## src/rtl/pipe_stage_hs.sv

```systemverilog
// ---------------------------------------------------------------------------
// pipe_stage_hs
//
// Pipeline stage register with valid/ready handshake between two CPU pipeline
// stages. Payload fields are concatenated by the instantiating stage into one
// DW-bit bus. Stalls propagate as backpressure only.
//
// Parameters
//   DW          payload width
//   SBW         sideband width
//   SKID        1: 2-entry skid buffer, up_ready driven from state only
//               0: single entry, up_ready = !dn_valid || dn_ready
//   CLR_PAYLOAD 1: zero the payload register whenever its entry goes invalid
//
// Ports
//   clk        rising-edge clock
//   cpurst     asynchronous active-high reset
//   up_valid   upstream payload present      up_ready  stage can accept
//   up_data    upstream payload
//   dn_valid   payload presented downstream  dn_ready  downstream accepts
//   dn_data    payload to downstream (main register)
//   flush      drop all held entries
//   sb_in      sideband in                   sb_out    sideband, registered
//                                                      every cycle
//   occupancy  number of valid entries (0..2)
// ---------------------------------------------------------------------------
module pipe_stage_hs #(
    parameter int DW          = 128,
    parameter int SBW         = 32,
    parameter int SKID        = 1,
    parameter int CLR_PAYLOAD = 1
) (
    input  logic           clk,
    input  logic           cpurst,
    input  logic           up_valid,
    output logic           up_ready,
    input  logic [DW-1:0]  up_data,
    output logic           dn_valid,
    input  logic           dn_ready,
    output logic [DW-1:0]  dn_data,
    input  logic           flush,
    input  logic [SBW-1:0] sb_in,
    output logic [SBW-1:0] sb_out,
    output logic [1:0]     occupancy
);

    // State encoding equals the entry count, so occupancy is the state itself.
    typedef enum logic [1:0] {
        ST_EMPTY = 2'd0,
        ST_ONE   = 2'd1,
        ST_TWO   = 2'd2
    } state_t;

    state_t          r_state;
    state_t          w_state_nxt;
    logic [DW-1:0]   r_main;
    logic [DW-1:0]   r_skid;
    logic [DW-1:0]   w_main_nxt;
    logic [DW-1:0]   w_skid_nxt;
    logic [SBW-1:0]  r_sb;
    logic            w_acc;
    logic            w_deq;

    // Value written into a register whose entry becomes invalid.
    function automatic logic [DW-1:0] f_inval(input logic [DW-1:0] d);
        if (CLR_PAYLOAD != 0) begin
            return '0;
        end
        return d;
    endfunction

    assign dn_valid  = (r_state != ST_EMPTY);
    assign dn_data   = r_main;
    assign sb_out    = r_sb;
    assign occupancy = r_state;

    // With the skid buffer, up_ready depends only on registered state, which
    // breaks the dn_ready -> up_ready combinational path.
    assign up_ready = (SKID != 0) ? (r_state != ST_TWO) : (!dn_valid || dn_ready);

    assign w_acc = up_valid && up_ready;
    assign w_deq = dn_valid && dn_ready;

    always_comb begin
        w_state_nxt = r_state;
        w_main_nxt  = r_main;
        w_skid_nxt  = r_skid;

        if (flush) begin
            // Accept in this cycle is discarded; a deq in this cycle completes.
            w_state_nxt = ST_EMPTY;
            w_main_nxt  = f_inval(r_main);
            w_skid_nxt  = f_inval(r_skid);
        end else begin
            case (r_state)
                ST_EMPTY: begin
                    if (w_acc) begin
                        w_main_nxt  = up_data;
                        w_state_nxt = ST_ONE;
                    end
                end
                ST_ONE: begin
                    if (w_acc && w_deq) begin
                        w_main_nxt = up_data;
                    end else if (w_acc) begin
                        // Only reachable with SKID=1: without the skid buffer
                        // an accept in ONE always coincides with a deq.
                        if (SKID != 0) begin
                            w_skid_nxt  = up_data;
                            w_state_nxt = ST_TWO;
                        end else begin
                            w_main_nxt = up_data;
                        end
                    end else if (w_deq) begin
                        w_main_nxt  = f_inval(r_main);
                        w_state_nxt = ST_EMPTY;
                    end
                end
                ST_TWO: begin
                    if (w_deq) begin
                        w_main_nxt  = r_skid;
                        w_skid_nxt  = f_inval(r_skid);
                        w_state_nxt = ST_ONE;
                    end
                end
                default: begin
                    w_state_nxt = ST_EMPTY;
                    w_main_nxt  = '0;
                    w_skid_nxt  = '0;
                end
            endcase
        end
    end

    always_ff @(posedge clk or posedge cpurst) begin
        if (cpurst) begin
            r_state <= ST_EMPTY;
            r_main  <= '0;
            r_skid  <= '0;
            r_sb    <= '0;
        end else begin
            r_state <= w_state_nxt;
            r_main  <= w_main_nxt;
            r_skid  <= w_skid_nxt;
            r_sb    <= sb_in;
        end
    end

endmodule

```

## config.mk

```make
export PLATFORM = sky130hd
export DESIGN_NAME = pipe_stage_hs
export DESIGN_NICKNAME = d
export VERILOG_FILES = /design/src/rtl/pipe_stage_hs.sv
export SDC_FILE = /design/constraint.sdc
export NUM_CORES = 1
export LEC_CHECK = 0
export BUFFER_PORTS_ARGS = -buffer_cell sky130_fd_sc_hd__buf_2
export CAP_MARGIN = 40
export CORE_UTILIZATION = 57
export CTS_CLUSTER_DIAMETER = 150
export DETAILED_ROUTE_END_ITERATION = 8
export PLACE_DENSITY = 0.82
export SYNTH_ARGS = -nofsm -noshare
export SYNTH_HDL_FRONTEND = slang
export SYNTH_SLANG_ARGS = --single-unit
```

## constraint.sdc

```tcl
create_clock -name clk -period 16.05 [get_ports clk]
set_clock_uncertainty 0.15 [all_clocks]
set_input_delay 1.605 -clock clk [delete_from_list [all_inputs] [get_ports clk]]
set_output_delay 1.605 -clock clk [all_outputs]
set_load 0.03 [all_outputs]
```

## After elaboration in Yosys (flattened, before gate mapping)

Index checks and enable logic that the tools add are counted.

| cells by class | value |
|---|---|
| equal/unequal tests | 14 |
| mux-type cells | 29 |
| reductions and logical operators | 8 |

Operators by type and width:

| kind | count |
|---|---|
| 128-bit 2-to-1 mux | 12 |
| 128-bit case mux with 3 select lines | 2 |
| 4-bit != test, second input constant | 4 |
| 3-bit != test, second input constant | 5 |
| 2-bit 2-to-1 mux | 6 |
| 6-bit AND reduction | 2 |
| 1-bit 2-to-1 mux | 8 |
| 2-bit case mux with 3 select lines | 1 |
| 2-bit != test, second input constant | 2 |
| 4-bit AND reduction | 1 |
| 1-bit logical AND | 3 |
| 2-bit by 1-bit == test with 1-bit output, second input constant | 1 |
| 2-bit == test, second input constant | 1 |
| 2-bit zero test | 1 |
| 2-bit by 1-bit != test with 1-bit output, second input constant | 1 |
| 2-bit nonzero test | 1 |

| storage, ports and cells | value |
|---|---|
| register bits | 290 |
| input bits | 165 |
| word-level logic and storage cells | 55 |

## Longest topological paths before layout

| depth | value |
|---|---|
| word-level depth | 13 |
| gate-level depth with buffers | 7 |

## Worst setup path after synthesis

Ideal clock, no wire load.

| path | value |
|---|---|
| kind | reg-to-output |
| start point | reg r_state[0] (netlist: occupancy[0]) |
| end point | out up_ready |
| data arrival time | 1.457 ns |
| required time | 14.295 ns |
| setup slack | 12.838 ns |
| stages on the path, launching flop included | 6 |
| buffers on the path | 3 |
| cells stage by stage | dfrtp_1 buf_2 and2b_1 buf_4 buf_4 inv_1 |

| on the way | value |
|---|---|
| word-level cells in the longest chain between the ends | 1 |

Ends and longest elaborated chain:

| item | RTL line | RTL |
|---|---|---|
| start: declaration | 54 | `state_t r_state;` |
| start signal: assignment | 142 | `r_state <= w_state_nxt;` |
| 2-bit != test | 79 | `assign up_ready = (SKID != 0) ? (r_state != ST_TWO) : (!dn_valid \|\| dn_ready);` |
| end: declaration | 36 | `output logic up_ready,` |

Every way passes these cells.

## Worst setup path after layout

| path | value |
|---|---|
| start point | in dn_ready |
| end point | reg r_skid[70] |

| on the way | value |
|---|---|
| word-level cells in the longest chain between the ends | 4 |

Ends and longest elaborated chain:

| item | RTL line | RTL |
|---|---|---|
| start: declaration | 39 | `input logic dn_ready,` |
| 1-bit logical AND (*) | 82 | `assign w_deq = dn_valid && dn_ready;` |
| 1-bit logical AND | 103 | `if (w_acc && w_deq) begin` |
| 3-bit != test (no source line) | n/a |  |
| 6-bit AND reduction (no source line) (*) | n/a |  |
| end signal: assignment | 144 | `r_skid <= w_skid_nxt;` |
| end: declaration | 57 | `logic [DW-1:0] r_skid;` |

Every way passes the cells marked *; elsewhere a longest branch is shown, timed or not.
A chain may end at the register's enable or synchronous reset.

==> metrics.txt <==
Netlist Area Pre-Place=12400 um^2; worst hold stages=1; Final Wtd Congestion=0.818; die footprint=22300 um^2; die width=149 um; Clock Pin Slew Worst Setup and Hold Paths=0.06 ns; RSZ-0062 raised after global routing=no; initial core utilization=58.4%; Register Area=7260 um^2; final core occ=71.3%; Hold Crit Class=reg -> reg; largest family of logic cells by synthesized area=compound AO/OA/AOI/OAI gates; WP data required=16.35 ns; Placed Instances=1579; CP startpoint kind=input port; H-Tree Depth=1; Final Max Tran Viols=0; row count=53; number of global-route vias before repair=9491; clock buffer depth=3; antenna viol nets, final=0; Synth Area in Simple Gates=4.34%; NumNets Final=1501; wire length of the first global-routing pass=48600 um; syn avg cell area=11.9 um^2; initial antenna violation count=5; reg2reg path depth=6; Tot GR Track Use=27.2%; Static Leak=0.00754 uW; Worst Path Max Fanout=44; Clk Latency, worst-skew pair=0.54 ns; CP peak stage delay=0.67 ns; via count=9250; CP Class=in -> reg; element type at the critical path end=flop; commonest non-fill, non-tap cell in the layout=buf_2; drt wl/cell=18.6 um; Final Hold Fails=0; worst-path cell chain=buf_2 > inv_1 > a21oi_1 > o21a_4 > buf_4 > buf_4 > buf_16 > mux2i_1; I/O pin count=329; Power Dens Cells=116 nW/um^2; CTS tree=done; most frequent cells in the layout=buf_2 (328), dfrtp_1 (290), inv_1 (131), mux2i_1 (131), nand2_1 (130); Die Ht=149 um; post-synthesis compound-gate area fraction=17.2%; Detail Placement HPWL=19500 um; I/O Buffers=328; Post-Route WL=30500 um; final setup TNS=0 ns; CTS root buf=clkbuf_16; Finished Layout Cells=1639; clock sink count=290; CTS Hold Buffers Added=0; setup slack after layout=11.99 ns; Core Region=21200 um^2; DP Worst Slack=11.48 ns; CP delay by family, top=buffers and inverters; number of buffers created by CTS=30; Cell variety after synth=20; first-pass detailed-route iteration total=5; crit path buf inv count=5; instance count on the critical path=8; Max IR drop VDD=0.111 mV; synthesis-stage register bit count=290; final setup violation count=0; Synth Area in Adders=0%; Fillers=1474; sequential share of the synthesized area=58.7%; GR Overflow Total=0; Synth Net Count=1207; largest net degree at the start of global routing=105; Mapped Cells=1042; critical path arrival=4.36 ns; Relative slew margins=41.2%; P&R area growth vs syn=22.0%; via/cell ratio=5.64; Synthesis Warnings=0; outcome=completed; critical path's most frequent cell=buf_4; Synth Area in XOR/XNOR=0%; post-CTS sizing=0; share of cells above drive strength 1=29.9%; final cycle utilization of the critical path=25.3%; drt drc=0; DRT iter0 DRCs=707; Pwr Total=1750 uW; post-CTS setup buffers=0; multi-input logic area=4020 um^2; actual transition at the worst max-transition pin=0.882 ns; min Tclk post-route=4.06 ns; Fmax=0.246 GHz; max_cap viols=0; mux share of post-synthesis cell area=10.6%; slowest CP cell=buf_4
area by class of cell:
| type | count | area share [%] |
|---|---|---|
| Sequential cell | 290 | 48.1 |
| Multi-Input combinational cell | 533 | 26.7 |
| Clock buffer | 42 | 5.82 |
| Clock inverter | 13 | 0.623 |
| Tap cell | 275 | 2.28 |
| Antenna cell | 5 | 0.0830 |
| Timing Repair Buffer | 349 | 13.0 |
| Inverter | 132 | 3.34 |
synthesized netlist by cell type:
library cell / number / share of area [%]
a211oi_1: 1 / 0.061
a21oi_1: 3 / 0.12
a22oi_1: 128 / 7.8
a31oi_1: 1 / 0.051
and2b_1: 1 / 0.061
buf_2: 43 / 1.7
buf_4: 19 / 1.2
buf_6: 24 / 2.2
clkbuf_1: 1 / 0.030
dfrtp_1: 290 / 59
inv_1: 132 / 4.0
mux2i_1: 131 / 11
nand2_1: 130 / 3.9
nand3b_1: 1 / 0.061
nor2_1: 4 / 0.12
nor3_1: 1 / 0.040
nor3b_1: 1 / 0.061
o21a_1: 2 / 0.12
o2bb2ai_1: 128 / 9.1
or2_2: 1 / 0.051
routing by layer:
layer,global-route usage [%],share of wire [%]
met3,3.88,5.9
met2,45.5,49
met4,8.93,2.8
met1,36.6,42
met5,0,0
path summary, 6_finish.rpt:
check,start,end,slack [ns]
worst max register to register,occupancy[1],r_skid[70],12.72
worst max-delay path,dn_ready,r_skid[70],11.99
worst min register to register,dn_data[31],dn_data[31],0.33
min in group asynchronous,cpurst,occupancy[1],0.86
worst min-delay path,dn_data[31],dn_data[31],0.33
max in group asynchronous,cpurst,dn_data[90],13.41
logic make-up (layout without fill, tap and decap cells):
kind of cell / after synthesis / count (layout)
AOI/OAI and AO/OA: 263 / 263
other: 0 / 5
and+or+nand+nor: 139 / 139
DFF: 290 / 290
buffers and inverters: 219 / 536
muxes: 131 / 131
worst register-to-register path: stages (launching register included):
cell	delay (ns)
dfrtp_1	0.54
a21oi_1	0.25
o21a_4	0.58
buf_4	0.68
buf_4	0.43
buf_16	0.32
mux2i_1	0.30
flip-flops by register name (all words and copies together) (netlist names):
| register | flops |
|---|---|
| occupancy | 2 |
| dn_data | 128 |
| sb_out | 32 |
| r_skid | 128 |
stage by stage:
step                area [um^2]  hold WS, ns
floorplan                 12400        0.348
global placement          13900        0.315
detailed placement        14100        0.318
CTS                       15100        0.337
global route              15100        0.348
finish                    15100        0.331
report_power, final:
part / switching (uW) / total (uW) / internal [uW] / leakage (uW)
clock: 283 / 679 / 396 / 0.000493
combinational: 179 / 268 / 89.0 / 0.00317
sequential: 27.4 / 805 / 777 / 0.00388
total: 490 / 1750 / 1260 / 0.00754
No activity file was read; power rests on OpenSTA's default activity.
